## config.mk

```make
export PLATFORM = sky130hd
export DESIGN_NAME = issue_sched
export DESIGN_NICKNAME = d
export VERILOG_FILES = /design/src/rtl/issue_sched_pkg.sv /design/src/rtl/issue_scoreboard.sv /design/src/rtl/issue_sched.sv
export SDC_FILE = /design/constraint.sdc
export NUM_CORES = 1
export LEC_CHECK = 0
export BUFFER_PORTS_ARGS = -buffer_cell sky130_fd_sc_hd__clkbuf_2
export CAP_MARGIN = 10
export CORE_UTILIZATION = 45
export CTS_CLUSTER_DIAMETER = 40
export DETAILED_ROUTE_END_ITERATION = 10
export PLACE_DENSITY = 0.67
export RECOVER_POWER = 100
export REMOVE_ABC_BUFFERS = 1
export SYNTH_ARGS = -nofsm -noshare
export SYNTH_HDL_FRONTEND = slang
export SYNTH_SLANG_ARGS = --single-unit
```

## constraint.sdc

```tcl
create_clock -name clk -period 7.7 [get_ports clk]
set_input_delay 0.77 -clock clk [delete_from_list [all_inputs] [get_ports clk]]
set_output_delay 0.77 -clock clk [all_outputs]
set_load 0.02 [all_outputs]
```

## src/rtl/issue_sched_pkg.sv

```systemverilog
// Shared types for the issue scheduler: slot-info layout, issue-mode encodings, divider FSM states.
// No logic beyond a small helper predicate.
package issue_sched_pkg;

    localparam int SLOT_INFO_WD = 21;

    localparam logic [1:0] ISSUE_NULL   = 2'd0;
    localparam logic [1:0] ISSUE_SINGLE = 2'd1;
    localparam logic [1:0] ISSUE_DUAL   = 2'd2;

    // Field order mirrors the decode bus, MSB first: [20:16] rs1 .. [0] uses_hilo
    typedef struct packed {
        logic [4:0] rs1;
        logic [4:0] rs2;
        logic [4:0] dest;
        logic       gr_we;
        logic       is_load;
        logic       is_br;
        logic       is_complex;
        logic       is_div;
        logic       uses_hilo;
    } slot_info_t;

    typedef enum logic {
        DIV_IDLE = 1'b0,
        DIV_BUSY = 1'b1
    } div_state_t;

    // A slot whose result arrives late and must block dependants until writeback
    function automatic logic makes_pending(input slot_info_t s);
        return s.is_load & s.gr_we & (s.dest != 5'd0);
    endfunction

endpackage

```

## src/rtl/issue_scoreboard.sv

```systemverilog
// Pending-load register scoreboard: 32 bits, r0 never pending; four combinational lookups.
// Latency: reads see registered state; set/clear/flush take effect after the next clk edge.
// Backpressure: none; the caller only asserts set for slots that actually issue.
module issue_scoreboard
    import issue_sched_pkg::*;
(
    input  logic       clk,
    input  logic       reset,
    input  logic       set0_en,
    input  logic [4:0] set0_idx,
    input  logic       set1_en,
    input  logic [4:0] set1_idx,
    input  logic       clr_en,
    input  logic [4:0] clr_idx,
    input  logic       flush,
    input  logic [4:0] rd_idx0,
    input  logic [4:0] rd_idx1,
    input  logic [4:0] rd_idx2,
    input  logic [4:0] rd_idx3,
    output logic       pend0,
    output logic       pend1,
    output logic       pend2,
    output logic       pend3
);

    logic [31:0] pend_q;
    logic [31:0] pend_nxt;

    // Clear first so a same-cycle set of the same register wins; flush beats everything.
    always_comb begin
        pend_nxt = pend_q;
        if (clr_en) begin
            pend_nxt[clr_idx] = 1'b0;
        end
        if (set0_en) begin
            pend_nxt[set0_idx] = 1'b1;
        end
        if (set1_en) begin
            pend_nxt[set1_idx] = 1'b1;
        end
        if (flush) begin
            pend_nxt = '0;
        end
        pend_nxt[0] = 1'b0;
    end

    always_ff @(posedge clk or negedge reset) begin
        if (!reset) begin
            pend_q <= '0;
        end else begin
            pend_q <= pend_nxt;
        end
    end

    assign pend0 = pend_q[rd_idx0];
    assign pend1 = pend_q[rd_idx1];
    assign pend2 = pend_q[rd_idx2];
    assign pend3 = pend_q[rd_idx3];

endmodule

```

## src/rtl/issue_sched.sv

```systemverilog
// Dual-issue scheduler: picks NULL/SINGLE/DUAL for two decoded slots, tracks loads and divider busy.
// Latency: zero-cycle issue decision from registered state; state updates on the next clk edge.
// Backpressure: issues nothing when issue_allowin is low or flush is high; decode holds its slots.
module issue_sched
    import issue_sched_pkg::*;
#(
    parameter int DIV_LAT = 32,
    parameter int CNT_WD  = 32
) (
    input  logic                    clk,
    input  logic                    reset,
    input  logic                    issue_allowin,
    input  logic                    slot0_valid,
    input  logic                    slot1_valid,
    input  logic [SLOT_INFO_WD-1:0] slot0_info,
    input  logic [SLOT_INFO_WD-1:0] slot1_info,
    input  logic                    load_wb_valid,
    input  logic [4:0]              load_wb_dest,
    input  logic                    flush,
    output logic [1:0]              issue_mode,
    output logic                    div_busy,
    output logic [CNT_WD-1:0]       perf_dual_cnt,
    output logic [CNT_WD-1:0]       perf_single_cnt,
    output logic [CNT_WD-1:0]       perf_stall_cnt
);

    localparam int DCW = (DIV_LAT > 1) ? $clog2(DIV_LAT) : 1;

    slot_info_t s0;
    slot_info_t s1;
    assign s0 = slot_info_t'(slot0_info);
    assign s1 = slot_info_t'(slot1_info);

    logic       s0_rs1_pend, s0_rs2_pend, s1_rs1_pend, s1_rs2_pend;
    logic       ok0, ok1;
    logic       raw_hz, waw_hz;
    logic       div_issue;
    div_state_t div_state, div_state_nxt;
    logic [DCW-1:0] div_cnt, div_cnt_nxt;

    issue_scoreboard u_sb (
        .clk      (clk),
        .reset    (reset),
        .set0_en  (ok0 & makes_pending(s0)),
        .set0_idx (s0.dest),
        .set1_en  (ok1 & makes_pending(s1)),
        .set1_idx (s1.dest),
        .clr_en   (load_wb_valid),
        .clr_idx  (load_wb_dest),
        .flush    (flush),
        .rd_idx0  (s0.rs1),
        .rd_idx1  (s0.rs2),
        .rd_idx2  (s1.rs1),
        .rd_idx3  (s1.rs2),
        .pend0    (s0_rs1_pend),
        .pend1    (s0_rs2_pend),
        .pend2    (s1_rs1_pend),
        .pend3    (s1_rs2_pend)
    );

    assign div_busy = (div_state == DIV_BUSY);

    // Intra-pair hazards; only slot 1 can be hurt since slot 0 is older.
    assign raw_hz = s0.gr_we && (s0.dest != 5'd0) &&
                    ((s1.rs1 == s0.dest) || (s1.rs2 == s0.dest));
    assign waw_hz = s0.gr_we && s1.gr_we && (s0.dest != 5'd0) && (s0.dest == s1.dest);

    assign ok0 = slot0_valid && issue_allowin && !flush &&
                 !s0_rs1_pend && !s0_rs2_pend &&
                 !(s0.uses_hilo && div_busy) && !(s0.is_div && div_busy);

    // Branch in slot 0 is allowed; only slot 1 is barred from branches and pipe-0 work.
    assign ok1 = ok0 && slot1_valid &&
                 !s1_rs1_pend && !s1_rs2_pend &&
                 !(s1.uses_hilo && div_busy) && !(s1.is_div && div_busy) &&
                 !s1.is_complex && !s1.is_br && !raw_hz && !waw_hz;

    always_comb begin
        issue_mode = ISSUE_NULL;
        if (ok1) begin
            issue_mode = ISSUE_DUAL;
        end else if (ok0) begin
            issue_mode = ISSUE_SINGLE;
        end
    end

    assign div_issue = ok0 && s0.is_div;

    always_ff @(posedge clk or negedge reset) begin
        if (!reset) begin
            div_state <= DIV_IDLE;
            div_cnt   <= '0;
        end else begin
            div_state <= div_state_nxt;
            div_cnt   <= div_cnt_nxt;
        end
    end

    // Counter loaded with DIV_LAT-1 and run down to 0 gives exactly DIV_LAT busy cycles.
    always_comb begin
        div_state_nxt = div_state;
        div_cnt_nxt   = div_cnt;
        if (flush) begin
            div_state_nxt = DIV_IDLE;
            div_cnt_nxt   = '0;
        end else begin
            case (div_state)
                DIV_IDLE: begin
                    if (div_issue) begin
                        div_state_nxt = DIV_BUSY;
                        div_cnt_nxt   = DCW'(DIV_LAT - 1);
                    end
                end
                DIV_BUSY: begin
                    if (div_cnt == '0) begin
                        div_state_nxt = DIV_IDLE;
                    end else begin
                        div_cnt_nxt = div_cnt - 1'b1;
                    end
                end
                default: begin
                    div_state_nxt = DIV_IDLE;
                    div_cnt_nxt   = '0;
                end
            endcase
        end
    end

    always_ff @(posedge clk or negedge reset) begin
        if (!reset) begin
            perf_dual_cnt   <= '0;
            perf_single_cnt <= '0;
            perf_stall_cnt  <= '0;
        end else begin
            if (issue_mode == ISSUE_DUAL) begin
                perf_dual_cnt <= perf_dual_cnt + 1'b1;
            end
            if (issue_mode == ISSUE_SINGLE) begin
                perf_single_cnt <= perf_single_cnt + 1'b1;
            end
            if (slot0_valid && issue_allowin && !flush && (issue_mode == ISSUE_NULL)) begin
                perf_stall_cnt <= perf_stall_cnt + 1'b1;
            end
        end
    end

endmodule

```

==> results.sh <==
export IMPL_num_vias=7593
export IMPL_clk_pin_slew_ns=0.07
export IMPL_syn_inst=886
export IMPL_ir_worst_vdd_uv=169
export IMPL_routedWlPerCell_um=19.8
export IMPL_synth_top_area_share_pct=38.9
export IMPL_hold_class="flop to flop"
export IMPL_yosysWarningCount=0
export IMPL_yosysMostFrequentCell="dfrtp_1"
export IMPL_period_minus_slack_ns=5.29
export IMPL_finalWeightedCongestion=0.907
export IMPL_worstMarginPinSlew_ns=3.15
export IMPL_fp_dieW_um=140
export IMPL_critPathCaptureType="flop"
export IMPL_cts_repair_resize_count=0
export IMPL_async_flop_share_pct=100
export IMPL_status="complete, but fails checks"
export IMPL_drive_above_1_share_pct=12.2
export IMPL_r2r_setup_slack_ns=2.87
export IMPL_first_iter_violations=508
export IMPL_cp_max_fo=37
export IMPL_clk_latency_ns=0.43
export IMPL_cts_made_buffers=17
export IMPL_setup_viol=0
export IMPL_ant_nets=0
export IMPL_grt_pass1_vias=7223
export IMPL_core_sq_um=18600
export IMPL_cp_data_required_time_ns=8.02
export IMPL_cts_setup_buffers=0
export IMPL_synth_area_leaders="dfrtp_1, xor2_1, mux4_2, nor4_2, xnor2_1"
export IMPL_diodes=0
export IMPL_cts_tree="yes"
export IMPL_die_y_um=140
export IMPL_power_density_nw_per_um2=197
export IMPL_finalNonFillerCells=1252
export IMPL_grt_ovfl_total=0
export IMPL_grt_start_max_net_pins=79
export IMPL_hpwl_mm=17.1
export IMPL_hold_viol_final=0
export IMPL_grt_pass1_wl_mm=39.4
export IMPL_numPortBuffers=150
export IMPL_synth_edf_count=0
export IMPL_violations="max-capacitance violations, max-slew violations"
export IMPL_track_usage_pct=25.6
export IMPL_clock_skew_ns=0.0129
export IMPL_cts_sinks=133
export IMPL_die_area_sq_um=19600
export IMPL_worstSetupPathType="input pin to flop"
export IMPL_vias_per_cell=6.06
export IMPL_totalNegativeSetupSlack_ns=0
export IMPL_finalNetCount=1064
export IMPL_fin_crit_sh_pct=68.6
export IMPL_slew_viol_final=174
export IMPL_num_rows=50
export IMPL_drc_errors=0
export IMPL_dp_cells=1220
export IMPL_ys_seq_area_share_pct=38.9
export IMPL_dr_pass1_iters=7
export IMPL_start_util_pct=45.9
export IMPL_fill_cells=1787
export IMPL_yosysTopAreaCell="dfrtp_1"
export IMPL_cp_arrival_ns=5.60
export IMPL_cts_max_level=4
export IMPL_fin_hold_ws_ns=0.463
export IMPL_drv_cap=3
export IMPL_clockBufferDepth=2
export IMPL_rsz0062_at_grt="false"
export IMPL_avgSynthCellArea_sq_um=9.65
export IMPL_wirelength_mm=24.8
export IMPL_relSlewSlack_pct=-110
export IMPL_pin_count=153
export IMPL_startpoint_type="input pin"
export IMPL_cts_hold_buf=0
export IMPL_ys_ff_latch=133
export IMPL_synth_cell_types=61
export IMPL_netlist_area_sq_um=8550
export IMPL_antenna_found_initial=1
export IMPL_area_growth_pct=12.8
export IMPL_synth_ff_type="dfrtp_1"
export IMPL_synth_common_cells="dfrtp_1, xor2_1, nand3_1, nand2_1, nor2_1"
export IMPL_clock_fmax_mhz=189
export IMPL_leakage_nw=4.24
export IMPL_clockRootBuffer="clkbuf_16"
==> cell usage in the layout (no fill, tap or decap), types with 19 or more instances in the layout <==
master and n:
a31oi_1 20, nor3_1 23, nand3_1 61, inv_1 25, nor3b_1 21, o21ai_0 34, a211oi_1 20, mux2i_1 21
xnor2_1 35, nor2_1 47, nor4_1 35, nand4_1 31, clkbuf_2 50, a21oi_1 35, clkbuf_1 104, nand2_1 49
nand2b_1 19, dfrtp_1 133, and3_1 26, xor2_1 76
==> flip-flops by register name (all words and copies together) (netlist names) <==
| name | cells |
|---|---|
| perf_stall_cnt | 32 |
| perf_single_cnt | 32 |
| div_busy | 1 |
| div_cnt | 5 |
| perf_dual_cnt | 32 |
| u_sb.pend_q | 31 |
==> layer usage <==
| layer | vias to the layer above | part of all wire (%) | global-route usage [%] |
|---|---|---|---|
| met5 | - | 0 | 0 |
| met2 | 339 | 44 | 38.3 |
| li1 | 3506 | - | - |
| met1 | 3708 | 45 | 36.3 |
| met4 | 0 | 1.7 | 7.17 |
| met3 | 40 | 9.3 | 6.71 |
==> metrics by stage <==
step | power [mW] | worst slack (ns) | instance area, sq um | util, %
floorplan | 0.956 | 1.96 | 8290 | -
global placement | 1.10 | 2.72 | 9440 | 50.6
detailed placement | 1.10 | 2.67 | 9440 | 50.6
CTS | 1.92 | 2.89 | 10000 | 53.8
global route | 1.97 | 2.11 | 9650 | 51.8
finish | 1.90 | 2.41 | 9650 | 51.8
==> report_power, final <==
part	internal, mW	total (mW)	switching (mW)
sequential	0.734	0.780	0.0467
combinational	0.0835	0.291	0.207
clock	0.465	0.825	0.361
==> final timing paths <==
kind	startpoint	to	cells past startpoint
setup / recovery	slot0_info[18]	u_sb.pend_q[3]	9
hold / removal	perf_dual_cnt[31]	perf_dual_cnt[31]	1
setup reg to reg	u_sb.pend_q[15]	u_sb.pend_q[3]	8
hold reg to reg	perf_dual_cnt[31]	perf_dual_cnt[31]	1
max in group asynchronous	reset	perf_stall_cnt[8]	2
min in group asynchronous	reset	u_sb.pend_q[18]	1
==> area by class of cell <==
cell class / instances / area (sq um) / area share [%]
flip-flops and latches: 133 / 3330 / 34.5
clock buffers: 17 / 425 / 4.41
well taps: 234 / 293 / 3.03
multi-input cells: 670 / 4670 / 48.4
clock inverters: 15 / 173 / 1.79
inverters: 25 / 93.8 / 0.972
repair buffers: 158 / 671 / 6.95
==> critical path, stage by stage <==
cell      delay (ns)
clkbuf_1        0.48
mux4_2          0.58
mux2_2          0.28
and3_1          0.17
or4_1           0.70
or3_1           0.71
clkbuf_1        0.76
or4_1           0.87
o21ai_0         0.27
==> cell families after synthesis <==
family,share of synthesized area [%]
buffers and inverters,4.13
XOR/XNOR,11.4
AND/OR/NAND/NOR,25.2
AO/OA/AOI/OAI,11.5
adder cells (fa/ha/maj),0.731
flip-flops,38.9
multiplexers,8.12
Power figures use the tool's default switching activity.
